[src/rtl/fetch_queue_if.sv]
// ---------------------------------------------------------------------------
// fetch_queue_if
//   Bundles the two handshakes of the fetch front-end:
//     memory side : mem_req/mem_addr out, mem_ack/mem_rdata back
//     core side   : instr_valid/instr/instr_pc/count out, instr_ready back,
//                   plus the redirect/redirect_pc flush request from the core
//   master : the fetch queue itself
//   slave  : the environment (instruction memory + core)
// ---------------------------------------------------------------------------
interface fetch_queue_if #(
    parameter int DEPTH = 4
);
    logic                     mem_req;
    logic [31:0]              mem_addr;
    logic                     mem_ack;
    logic [31:0]              mem_rdata;
    logic                     instr_valid;
    logic [31:0]              instr;
    logic [31:0]              instr_pc;
    logic                     instr_ready;
    logic                     redirect;
    logic [31:0]              redirect_pc;
    logic [$clog2(DEPTH):0]   count;

    modport master (
        output mem_req, mem_addr, instr_valid, instr, instr_pc, count,
        input  mem_ack, mem_rdata, instr_ready, redirect, redirect_pc
    );

    modport slave (
        input  mem_req, mem_addr, instr_valid, instr, instr_pc, count,
        output mem_ack, mem_rdata, instr_ready, redirect, redirect_pc
    );
endinterface

[src/rtl/fetch_queue.sv]
// ---------------------------------------------------------------------------
// fetch_queue
//   Instruction fetch front-end for the single-cycle core. Issues sequential
//   word fetches to a variable-latency instruction memory (one request
//   outstanding at most), buffers returned words with their PCs in a
//   DEPTH-entry FIFO and presents the head to the core over valid/ready.
//   A redirect flushes the FIFO on the same edge and restarts fetch at
//   redirect_pc; a response that was already in flight is dropped.
//
//   Ports:
//     clock : system clock, all state updates on the rising edge
//     reset : synchronous, active-high
//     bus   : fetch_queue_if.master (memory request/ack, core valid/ready,
//             redirect, occupancy count)
// ---------------------------------------------------------------------------
module fetch_queue #(
    parameter int          DEPTH    = 4,
    parameter logic [31:0] RESET_PC = 32'h0000_0000,
    parameter logic [31:0] PC_STEP  = 32'd4
) (
    input logic           clock,
    input logic           reset,
    fetch_queue_if.master bus
);

    localparam int PW = $clog2(DEPTH);
    localparam int CW = PW + 1;
    localparam logic [CW-1:0] DepthC = CW'(DEPTH);

    typedef enum logic [1:0] {
        IDLE,     // no request on the bus
        REQ,      // live request at fetchPc
        DISCARD   // request made before a redirect; its data will be dropped
    } fetchStateT;

    fetchStateT    state, stateNext;
    logic [31:0]   fetchPc, fetchPcNext;
    logic [31:0]   discardAddr, discardAddrNext;
    logic [CW-1:0] count, countNext;
    logic [PW-1:0] wrPtr, rdPtr;
    logic          push, pop;

    logic [31:0]   pcMem   [DEPTH];
    logic [31:0]   dataMem [DEPTH];

    // ------------------------------------------------------------------
    // Next-state / queue-control logic
    // ------------------------------------------------------------------
    always_comb begin
        // NOTE: every variable gets a default first, so no branch can leave
        // one unassigned and infer a latch.
        stateNext       = state;
        fetchPcNext     = fetchPc;
        discardAddrNext = discardAddr;

        pop  = (count != '0) && bus.instr_ready;
        // Only a live request's data is queued; a same-cycle redirect kills it.
        push = (state == REQ) && bus.mem_ack && !bus.redirect;

        if (bus.redirect) begin
            countNext = '0;
        end else begin
            countNext = count + CW'(push) - CW'(pop);
        end

        case (state)
            IDLE: begin
                if (bus.redirect) begin
                    fetchPcNext = bus.redirect_pc;
                end else if (countNext < DepthC) begin
                    stateNext = REQ;
                end
            end

            REQ: begin
                if (bus.mem_ack) begin
                    if (bus.redirect) begin
                        // Request completed this cycle, so the new target can
                        // be issued straight away without a discard phase.
                        fetchPcNext = bus.redirect_pc;
                        stateNext   = REQ;
                    end else begin
                        fetchPcNext = fetchPc + PC_STEP;
                        stateNext   = (countNext < DepthC) ? REQ : IDLE;
                    end
                end else if (bus.redirect) begin
                    // The memory still owns the old request: keep presenting
                    // its address until it is acked, then throw the data away.
                    fetchPcNext     = bus.redirect_pc;
                    discardAddrNext = fetchPc;
                    stateNext       = DISCARD;
                end
            end

            DISCARD: begin
                if (bus.redirect) begin
                    fetchPcNext = bus.redirect_pc;
                end
                if (bus.mem_ack) begin
                    stateNext = (countNext < DepthC) ? REQ : IDLE;
                end
            end

            default: stateNext = IDLE;
        endcase
    end

    // ------------------------------------------------------------------
    // Control registers
    // ------------------------------------------------------------------
    always_ff @(posedge clock) begin
        // NOTE: registered state uses non-blocking assignments only, so every
        // flop samples pre-edge values regardless of statement order.
        if (reset) begin
            state       <= IDLE;
            fetchPc     <= RESET_PC;
            discardAddr <= RESET_PC;
            count       <= '0;
            wrPtr       <= '0;
            rdPtr       <= '0;
        end else begin
            state       <= stateNext;
            fetchPc     <= fetchPcNext;
            discardAddr <= discardAddrNext;
            count       <= countNext;
            if (bus.redirect) begin
                wrPtr <= '0;
                rdPtr <= '0;
            end else begin
                if (push) wrPtr <= wrPtr + PW'(1);
                if (pop)  rdPtr <= rdPtr + PW'(1);
            end
        end
    end

    // ------------------------------------------------------------------
    // Queue storage
    // ------------------------------------------------------------------
    // NOTE: the storage array is deliberately not reset; count/instr_valid
    // decide whether an entry is meaningful, so stale contents are harmless.
    always_ff @(posedge clock) begin
        if (push) begin
            pcMem[wrPtr]   <= fetchPc;
            dataMem[wrPtr] <= bus.mem_rdata;
        end
    end

    // ------------------------------------------------------------------
    // Outputs (all derived from registered state)
    // ------------------------------------------------------------------
    assign bus.mem_req     = (state == REQ) || (state == DISCARD);
    assign bus.mem_addr    = (state == DISCARD) ? discardAddr : fetchPc;
    assign bus.instr_valid = (count != '0);
    assign bus.instr       = dataMem[rdPtr];
    assign bus.instr_pc    = pcMem[rdPtr];
    assign bus.count       = count;

endmodule

[src/flat_wrapper.sv]
// flat-port wrapper written by rule: the top's interface ports become plain ports
module fetch_queue_flat 
#(
    parameter int          DEPTH    = 4,
    parameter logic [31:0] RESET_PC = 32'h0000_0000,
    parameter logic [31:0] PC_STEP  = 32'd4
)
  (clock, reset, bus_mem_req, bus_mem_addr, bus_instr_valid, bus_instr, bus_instr_pc, bus_count, bus_mem_ack, bus_mem_rdata, bus_instr_ready, bus_redirect, bus_redirect_pc);
  fetch_queue_if #(.DEPTH(DEPTH)) bus_i ();
  input logic clock;
  input logic reset;
  output wire logic [$bits(bus_i.mem_req)-1:0] bus_mem_req;
  output wire logic [$bits(bus_i.mem_addr)-1:0] bus_mem_addr;
  output wire logic [$bits(bus_i.instr_valid)-1:0] bus_instr_valid;
  output wire logic [$bits(bus_i.instr)-1:0] bus_instr;
  output wire logic [$bits(bus_i.instr_pc)-1:0] bus_instr_pc;
  output wire logic [$bits(bus_i.count)-1:0] bus_count;
  input wire logic [$bits(bus_i.mem_ack)-1:0] bus_mem_ack;
  input wire logic [$bits(bus_i.mem_rdata)-1:0] bus_mem_rdata;
  input wire logic [$bits(bus_i.instr_ready)-1:0] bus_instr_ready;
  input wire logic [$bits(bus_i.redirect)-1:0] bus_redirect;
  input wire logic [$bits(bus_i.redirect_pc)-1:0] bus_redirect_pc;
  assign bus_mem_req = bus_i.mem_req;
  assign bus_mem_addr = bus_i.mem_addr;
  assign bus_instr_valid = bus_i.instr_valid;
  assign bus_instr = bus_i.instr;
  assign bus_instr_pc = bus_i.instr_pc;
  assign bus_count = bus_i.count;
  assign bus_i.mem_ack = bus_mem_ack;
  assign bus_i.mem_rdata = bus_mem_rdata;
  assign bus_i.instr_ready = bus_instr_ready;
  assign bus_i.redirect = bus_redirect;
  assign bus_i.redirect_pc = bus_redirect_pc;
  fetch_queue #(.DEPTH(DEPTH), .RESET_PC(RESET_PC), .PC_STEP(PC_STEP)) u_core (.clock(clock), .reset(reset), .bus(bus_i));
endmodule
[config.mk]
export PLATFORM = sky130hd
export DESIGN_NAME = fetch_queue_flat
export DESIGN_NICKNAME = d
export VERILOG_FILES = /design/src/rtl/fetch_queue_if.sv /design/src/rtl/fetch_queue.sv /design/src/flat_wrapper.sv
export SDC_FILE = /design/constraint.sdc
export NUM_CORES = 1
export LEC_CHECK = 0
export BUFFER_PORTS_ARGS = -buffer_cell sky130_fd_sc_hd__buf_2
export CORE_MARGIN = 4
export CORE_UTILIZATION = 43
export CTS_CLUSTER_SIZE = 12
export DETAILED_ROUTE_END_ITERATION = 10
export PLACE_DENSITY_LB_ADDON = 0.3
export SYNTH_ARGS = -nofsm -noshare
export SYNTH_HDL_FRONTEND = slang
export SYNTH_SLANG_ARGS = --single-unit
[constraint.sdc]
create_clock -name clock -period 3.48 [get_ports clock]
set_input_delay 0.696 -clock clock [delete_from_list [all_inputs] [get_ports clock]]
set_output_delay 0.696 -clock clock [all_outputs]
set_load 0.1 [all_outputs]
* Word-level counts from Yosys, hierarchy flattened
Memories as Yosys holds them, arrays and structs flattened. A register that Yosys moved wholly into a read port is not among the register bits.
Index checks and enable logic that the tools add are counted.
** Storage, ports and cells
- Bits in registers :: 73
- Bits in latches :: 0
- Bits in writable memories :: 256
- Bits in read-only memories :: 0
- Input port bits :: 69
- Output and inout port bits :: 101
- Logic and storage cells :: 53
- Memories kept :: 2
** Memory list
- u_core.dataMem :: depth 4, width 32, rd ports 1, clocked after memory_dff 1, write ports 1, line fetch_queue.sv:44 : logic [31:0] dataMem [DEPTH];
- u_core.pcMem :: depth 4, width 32, rd ports 1, clocked after memory_dff 1, write ports 1, line fetch_queue.sv:43 : logic [31:0] pcMem [DEPTH];
** Operators by class
- Add/sub/neg operators :: 5
- Multiply operators :: 0
- Div/mod/pow operators :: 0
- $lt $le $gt $ge :: 1
- Equal/unequal tests :: 6
- Shift operators :: 0
- Mux-type cells :: 20
- Bitwise logic cells :: 1
- Reduce and logical (&&, ||, !) cells :: 12
** Operator list (count)
- $mux W32 :: 4
- $pmux W32 S2 :: 1
- $add A32 B3 Y32 const B :: 1
- $mux W2 :: 10
- $pmux W2 S3 :: 1
- $add A2 B1 Y2 const B :: 2
- $ne A2 B2 Y1 const B :: 2
- $reduce_and A4 Y1 :: 1
- $reduce_or A2 Y1 :: 2
- $add A3 B1 Y3 :: 1
- $logic_and A1 B1 Y1 :: 3
- $lt A3 B3 Y1 const B :: 1
- $mux W1 :: 3
- $mux W3 :: 1
- $ne A3 B3 Y1 const B :: 1
- $reduce_and A3 Y1 :: 1
- $reduce_bool A3 Y1 :: 1
- $sub A3 B1 Y3 :: 1
- $eq A2 B1 Y1 const B :: 1
- $eq A2 B2 Y1 const B :: 1
- $logic_not A2 Y1 :: 1
- $ne A2 B1 Y1 const B :: 1
- $reduce_bool A2 Y1 :: 1
- $logic_not A1 Y1 :: 1
- 2 further kinds :: 2

* Logic depth before layout (Yosys ltp)
Gate-level depths: netlist (run 1).
- Depth in word-level cells :: 11
- Gate-level depth with buffers :: 12

* Least setup slack after synthesis (run 1)
Ideal clock, no wire load.
- Path type :: register to output
- From :: register u_core.state[0]
- To :: output port bus_mem_addr[10]
- Data arrival time :: 3291 ps
- Data required time :: 2784 ps
- Path slack :: -507 ps
- Cell stages (with the launch flop) :: 7
- Path buffers :: 3
- Cell sequence :: dfxtp_1 -> inv_1 -> ha_1 -> clkbuf_1 -> clkbuf_1 -> clkbuf_1 -> o21ai_0
** On the way
- Longest elaborated chain between the ends :: 2
** Ends and longest elaborated chain
- from (decl) :: line fetch_queue.sv:36 : fetchStateT state, stateNext;
- from (signal assigned) :: line fetch_queue.sv:122 : state <= stateNext;
- $eq A2 B2 Y1 :: line fetch_queue.sv:152 : assign bus.mem_addr = (state == DISCARD) ? discardAddr : fetchPc;
- $mux W32 :: line fetch_queue.sv:152
- to (decl) :: line flat_wrapper.sv:13 : output wire logic [$bits(bus_i.mem_addr)-1:0] bus_mem_addr;
No other way between the ends.

==> impl_metrics.json, run 1 <==
{
  "status": "complete, no violations",
  "startpoint_type": "register",
  "post-dp-hpwl_mm": 19.67,
  "ant_nets": 0,
  "synth.avg_cell_area_um2": 15.43,
  "synth_seq_area_share_pct": 68.92,
  "layout-drive-gt1-share_pct": 33.36,
  "drv_cap": 0,
  "ios": 170,
  "p_per_area_mw_per_mm2": 584.0,
  "grt_overflow": 0,
  "fin_crit_ns": 3.065,
  "critPathMaxFanout": 22,
  "cp_slowest_stage_delay_ns": 0.67,
  "port_buffers": 169,
  "dp_cells": 1406,
  "final.setup.worst_slack_ns": 0.4153,
  "htree_levels": 2,
  "vias": 8016,
  "fp.dieW_um": 184.1,
  "max_freq_mhz": 326.3,
  "cts_hold_buf": 0,
  "cts_resized": 0,
  "drcViolationCount": 0,
  "dp_slack_ns": 0.6384,
  "ir_drop_v": 0.0005062,
  "grt_pass1_vias": 8223,
  "rows": 64,
  "finalHoldViolations": 0,
  "yosysWarnings": 0,
  "dieArea_mm2": 0.03389,
  "numCtsBuffers": 36,
  "grt_first_pass_wirelength_mm": 47.36,
  "power_frac_clock_pct": 38.8,
  "end_kind": "primary output",
  "async_flop_share_pct": 0,
  "netlist_instances": 864,
  "layout.nets": 1129,
  "fin_cells": 1469,
  "routed_via_density": 5.457,
  "grt.total_usage_pct": 18.05,
  "start_util_pct": 43.59,
  "ys_ff_latch": 331,
  "setup_violations": 0,
  "antenna_found_initial": 0,
  "slowest_stage": "dfxtp_4",
  "globalplace.congestion": 0.7944,
  "coreArea_mm2": 0.03059,
  "seqPwrFrac_pct": 47.9,
  "grt_max_degree": 46,
  "dr.pass1.iters": 5,
  "cts.clk_slew.worst_paths_ns": 0.06,
  "critPathKind": "register to primary output",
  "p_leak_nw": 5.559,
  "comb_power_share_pct": 13.3,
  "switching_share_pct": 26.64,
  "cts_max_path_buffers": 3,
  "synth_edf_count": 256,
  "cts_setup_buffers": 0,
  "path_cells": "buf_4 -> mux4_2 -> buf_2",
  "synth_ff_type": "edfxtp_1",
  "critPathArrivalTime_ns": 2.37,
  "syn-cell-area_mm2": 0.01333,
  "worstMarginPinSlew_ns": 0.7890,
  "drv_slew": 0,
  "p_int_mw": 6.824,
  "drt_iter0_drc": 573,
  "antennaDiodeCount": 0,
  "max-slew-margin-rel_pct": 47.40,
  "required_ns": 2.78,
  "cts_tree": "yes",
  "syn2layout_area_growth_pct": 19.45,
  "hold_class": "input port to register",
  "power.switching_mw": 2.478,
  "fin_crit_sh_pct": 88.07,
  "synth_nets": 945,
  "avgRoutedWirePerCell_um": 20.93,
  "rsz0062_at_grt": "no",
  "yosysUniqueCellTypes": 60,
  "wl_mm": 30.75,
  "clkSinkCount": 331,
  "clock_latency_ns": 0.50,
  "die_y_um": 184.1,
  "cts_root_buffer": "clkbuf_16",
  "skew_ns": 0.01464
}
==> final cells by class <==
class | count | area, µm²
clock buffer | 55 | 1033
clock inverter | 8 | 88.84
fill | 2573 | 14660
inverter | 16 | 60.06
multi-input combinational | 466 | 3909
sequential | 331 | 9196
tap | 396 | 495.5
timing repair buffer | 197 | 1144
==> layer usage <==
layer	part of all wire, %	track usage (%)	vias to the layer above
met2	48	29.37	284
met4	1.8	4.348	0
met1	43	25.31	3985
met5	0	0	-
met3	7.2	3.621	41
li1	-	-	3706
==> logic make-up after synthesis <==
kind of cell	share of synthesized area, %
buffers and inverters	1.989
xor gates and xnor gates	0.3754
muxes	13.69
AOI/OAI and AO/OA	5.931
and+or+nand+nor	7.911
adders and majority gates	1.182
DFF	68.92
==> cells in the final DEF, fill, tap and decap left out, types with 3 or more instances in the layout <==
cell / count
edfxtp_1: 256
buf_2: 169
nand2_1: 105
dfxtp_1: 73
a21oi_1: 68
mux4_2: 64
nor2_1: 43
clkbuf_16: 37
mux2_2: 27
buf_4: 21
inv_1: 16
o21ai_0: 14
clkbuf_1: 14
nand3_1: 11
a22oi_1: 11
ha_1: 10
nor3_1: 9
mux2i_1: 8
buf_12: 7
and3_1: 5
nand4_1: 5
o22ai_1: 5
clkinv_2: 5
and2_4: 4
o31ai_1: 4
or3_1: 4
nor4_1: 4
nor2b_1: 4
a31oi_1: 4
clkbuf_8: 4
and2_1: 3
nor4_4: 3
or2_2: 3
o32ai_1: 3
o21a_1: 3
o21ai_1: 3
==> through the flow <==
step	hold slack, ns	setup TNS, ns	power, mW	cell area (µm²)	util, %
after floorplan	0.4329	-2.533	5.492	13340	-
after detailed placement	0.4472	0	5.782	14790	48.36
final	0.4114	0	9.301	15930	52.07
after CTS	0.3897	0	9.393	15920	52.03
after global routing	0.3922	0	9.652	15930	52.07
after global placement	0.4397	0	5.765	14790	48.36
==> worst max-delay path, delay by kind of cell (launching register included) <==
kind     cells  cell delay, ns
buf+inv      2            0.65
flops        1            0.67
mux          1            0.54
==> state kept, by name (all words and copies together) (netlist names), named ones only <==
register	flops
u_core.pcMem	128
u_core.rdPtr	2
u_core.dataMem	128
u_core.fetchPc	32
u_core.state	2
u_core.wrPtr	2
u_core.bus.count	3
u_core.discardAddr	32
==> synth_stat cells, types with 2 or more instances <==
cell      count  share of area [%]
o21ai_0      14               0.53
nand2_1     105                3.0
clkbuf_1     37                1.0
o21a_1        3               0.17
xnor2_1       2               0.13
nor4_4        3               0.48
nand2b_1      2              0.094
buf_2        11               0.41
edfxtp_1    256                 58
inv_1        16               0.45
nor4_1        4               0.19
a21oi_1      68                2.6
or3_1         5               0.23
nand4_1       5               0.23
and3_1        5               0.23
mux2i_1       8               0.60
nor2_1       44                1.2
nor3_2        2               0.15
nor2b_1       4               0.19
buf_1         3              0.084
a22o_1        2               0.13
or4_4         2               0.17
dfxtp_1      75                 11
nand3_1      11               0.41
o32ai_1       3               0.20
o22ai_1       5               0.23
ha_1         11                1.0
mux4_2       64                 11
a32oi_1       2               0.13
o21ai_1       3               0.11
nor3_1        9               0.34
or2_2         3               0.14
mux2_2       27                2.3
o31ai_1       4               0.23
a22oi_1      11               0.62
and4_1        2               0.13
a31oi_1       4               0.19
and2_1        7               0.33
==> power by group through the flow <==
stage	Sequential [mW]	Clock [mW]	Combinational, mW
3_3_place_gp	4.53	0	1.23
2_1_floorplan	4.52	0	0.975
6_report	4.46	3.61	1.24
5_1_grt	4.47	3.89	1.30
3_5_place_dp	4.54	0	1.24
4_1_cts	4.46	3.69	1.25
==> worst paths after layout <==
kind	end	cells after the start	slack, ns	start
setup / recovery	bus_instr[1]	3	0.42	register
hold / removal	u_core.dataMem[1][10]$_DFFE_PP_	1	0.41	bus_mem_rdata[10]
setup reg to reg	u_core.state[1]$_SDFFE_PP0P_	11	0.69	u_core.bus.count[2]$_SDFF_PP0_
hold reg to reg	u_core.discardAddr[0]$_SDFFE_PP0P_	2	0.45	u_core.discardAddr[0]$_SDFFE_PP0P_
(Power assumes the default switching activity.)
==> run 2, diff against run 1 <==
==> constraint.sdc (replaced) <==
create_clock -name clock -period 3.48 [get_ports clock]
set_input_delay 0.522 -clock clock [delete_from_list [all_inputs] [get_ports clock]]
set_output_delay 0.522 -clock clock [all_outputs]
set_load 0.1 [all_outputs]
==> run 2 against run 1 <==
Final cell count is 0.54% lower. Die area stayed put. Sequential share of layout area is 0.48 points higher. Total power is 1.6% lower. Maximum frequency is 0.83% higher. Clock skew is 0.0063 ns higher. Via count is 0.95% higher.
==> impl_metrics.json, run 2 (synthesized netlist as in run 1, its figures left out) <==
{
  "routed_via_density": 5.539,
  "drv_cap": 0,
  "fin_cells": 1461,
  "drt_iter0_drc": 612,
  "critPathKind": "register to primary output",
  "antenna_found_initial": 1,
  "fin_crit_sh_pct": 87.35,
  "p_leak_nw": 5.490,
  "grt_first_pass_wirelength_mm": 47.69,
  "globalplace.congestion": 0.8193,
  "required_ns": 2.96,
  "dp_cells": 1400,
  "top_regs": "u_core.dataMem: 128 flops, u_core.pcMem: 128 flops",
  "ios": 170,
  "utilization_pct": 51.64,
  "cts_hold_buf": 0,
  "antennaDiodeCount": 0,
  "ir_drop_v": 0.0003718,
  "fin_crit_ns": 3.040,
  "finalSetupTns_ns": 0,
  "vias": 8092,
  "p_per_area_mw_per_mm2": 579.2,
  "coreArea_mm2": 0.03059,
  "clkSinkCount": 331,
  "layout.nets": 1123,
  "clock_latency_ns": 0.50,
  "die_y_um": 184.1,
  "grt_max_degree": 65,
  "worstMarginPinSlew_ns": 0.7873,
  "max-slew-margin-rel_pct": 47.51,
  "cts.clk_slew.worst_paths_ns": 0.06,
  "drv_slew": 0,
  "dieArea_mm2": 0.03389,
  "grt.total_usage_pct": 18.17,
  "critPathArrivalTime_ns": 2.52,
  "port_buffers": 169,
  "gr-usage-met2_pct": 28.81,
  "start_util_pct": 43.59,
  "slowest_stage": "buf_2",
  "syn2layout_area_growth_pct": 18.47,
  "status": "complete, no violations",
  "numCtsBuffers": 36,
  "grt_pass1_vias": 8063,
  "globalRouteMet1Util_pct": 26.01,
  "finalHoldViolations": 0,
  "avgRoutedWirePerCell_um": 21.11,
  "startpoint_type": "register",
  "htree_levels": 2,
  "hold_class": "input port to register",
  "skew_ns": 0.02093,
  "cts_root_buffer": "clkbuf_16",
  "drcViolationCount": 0,
  "end_kind": "primary output",
  "final_common_cell": "edfxtp_1",
  "cts_resized": 0,
  "cp_slowest_stage_delay_ns": 0.49,
  "setup_violations": 0,
  "critPathMaxFanout": 29,
  "use_met3_pct": 3.383,
  "cts_tree": "yes",
  "ant_nets": 0,
  "dr.pass1.iters": 5,
  "totalPowerFinal_mw": 9.148,
  "max_freq_mhz": 329.0,
  "rows": 64,
  "cts_max_path_buffers": 3,
  "rsz0062_at_grt": "no",
  "cts_setup_buffers": 0,
  "wl_mm": 30.84,
  "grt_overflow": 0,
  "post-dp-hpwl_mm": 19.30,
  "layout_common_cells": "edfxtp_1, buf_2, nand2_1, dfxtp_1, a21oi_1",
  "path_cells": "inv_1 -> ha_2 -> buf_4 -> nand2_1 -> o21ai_0 -> buf_2",
  "fp.dieW_um": 184.1,
  "grt-busiest-layer": "met2",
  "layout-drive-gt1-share_pct": 32.68
}
-- run 2: area by class of cell --
type	count	area (µm²)
Clock buffer	50	984.7
Clock inverter	11	73.82
Fill cell	2560	14790
Inverter	16	60.06
Multi-Input combinational cell	466	3899
Sequential cell	331	9196
Tap cell	396	495.5
Timing Repair Buffer	191	1086
-- run 2: per-layer routing --
metal,up-vias,wire length (µm)
met5,-,7
met4,2,798
met3,57,2137
met2,311,14560
met1,4028,13340
li1,3694,-
-- run 2: where the power goes --
part | internal (mW) | switching (mW)
sequential | 4.36 | 0.0778
combinational | 0.266 | 0.976
clock | 2.04 | 1.43
total | 6.67 | 2.48
-- run 2: worst paths after layout --
kind | start | end | slack [ns] | cells past startpoint
min reg2reg | u_core.discardAddr[16]$_SDFFE_PP0P_ | u_core.discardAddr[16]$_SDFFE_PP0P_ | 0.45 | 2
min | bus_mem_rdata[9] | u_core.dataMem[2][9]$_DFFE_PP_ | 0.24 | 1
max | u_core.state[0]$_SDFFE_PP0P_ | bus_mem_addr[19] | 0.44 | 6
max reg2reg | u_core.bus.count[2]$_SDFF_PP0_ | u_core.state[1]$_SDFFE_PP0P_ | 0.72 | 11
-- run 2: critical path: cells and delay by family (launching register included) --
kind / cells / cell delay, ns
DFF: 1 / 0.34
adders and majority gates: 1 / 0.37
and+or+nand+nor: 1 / 0.09
buffers and inverters: 3 / 1.04
AOI/OAI and AO/OA: 1 / 0.15
-- run 2: through the flow --
| step | hold WS, ns | setup WS, ns | instance area, µm² |
|---|---|---|---|
| final | 0.2411 | 0.4404 | 15800 |
| after floorplan | 0.4329 | -0.3326 | 13340 |
| after CTS | 0.2137 | 0.4225 | 15800 |
| after global routing | 0.2186 | 0.2505 | 15800 |
| after global placement | 0.4387 | 0.7757 | 14740 |
| after detailed placement | 0.4434 | 0.7526 | 14740 |
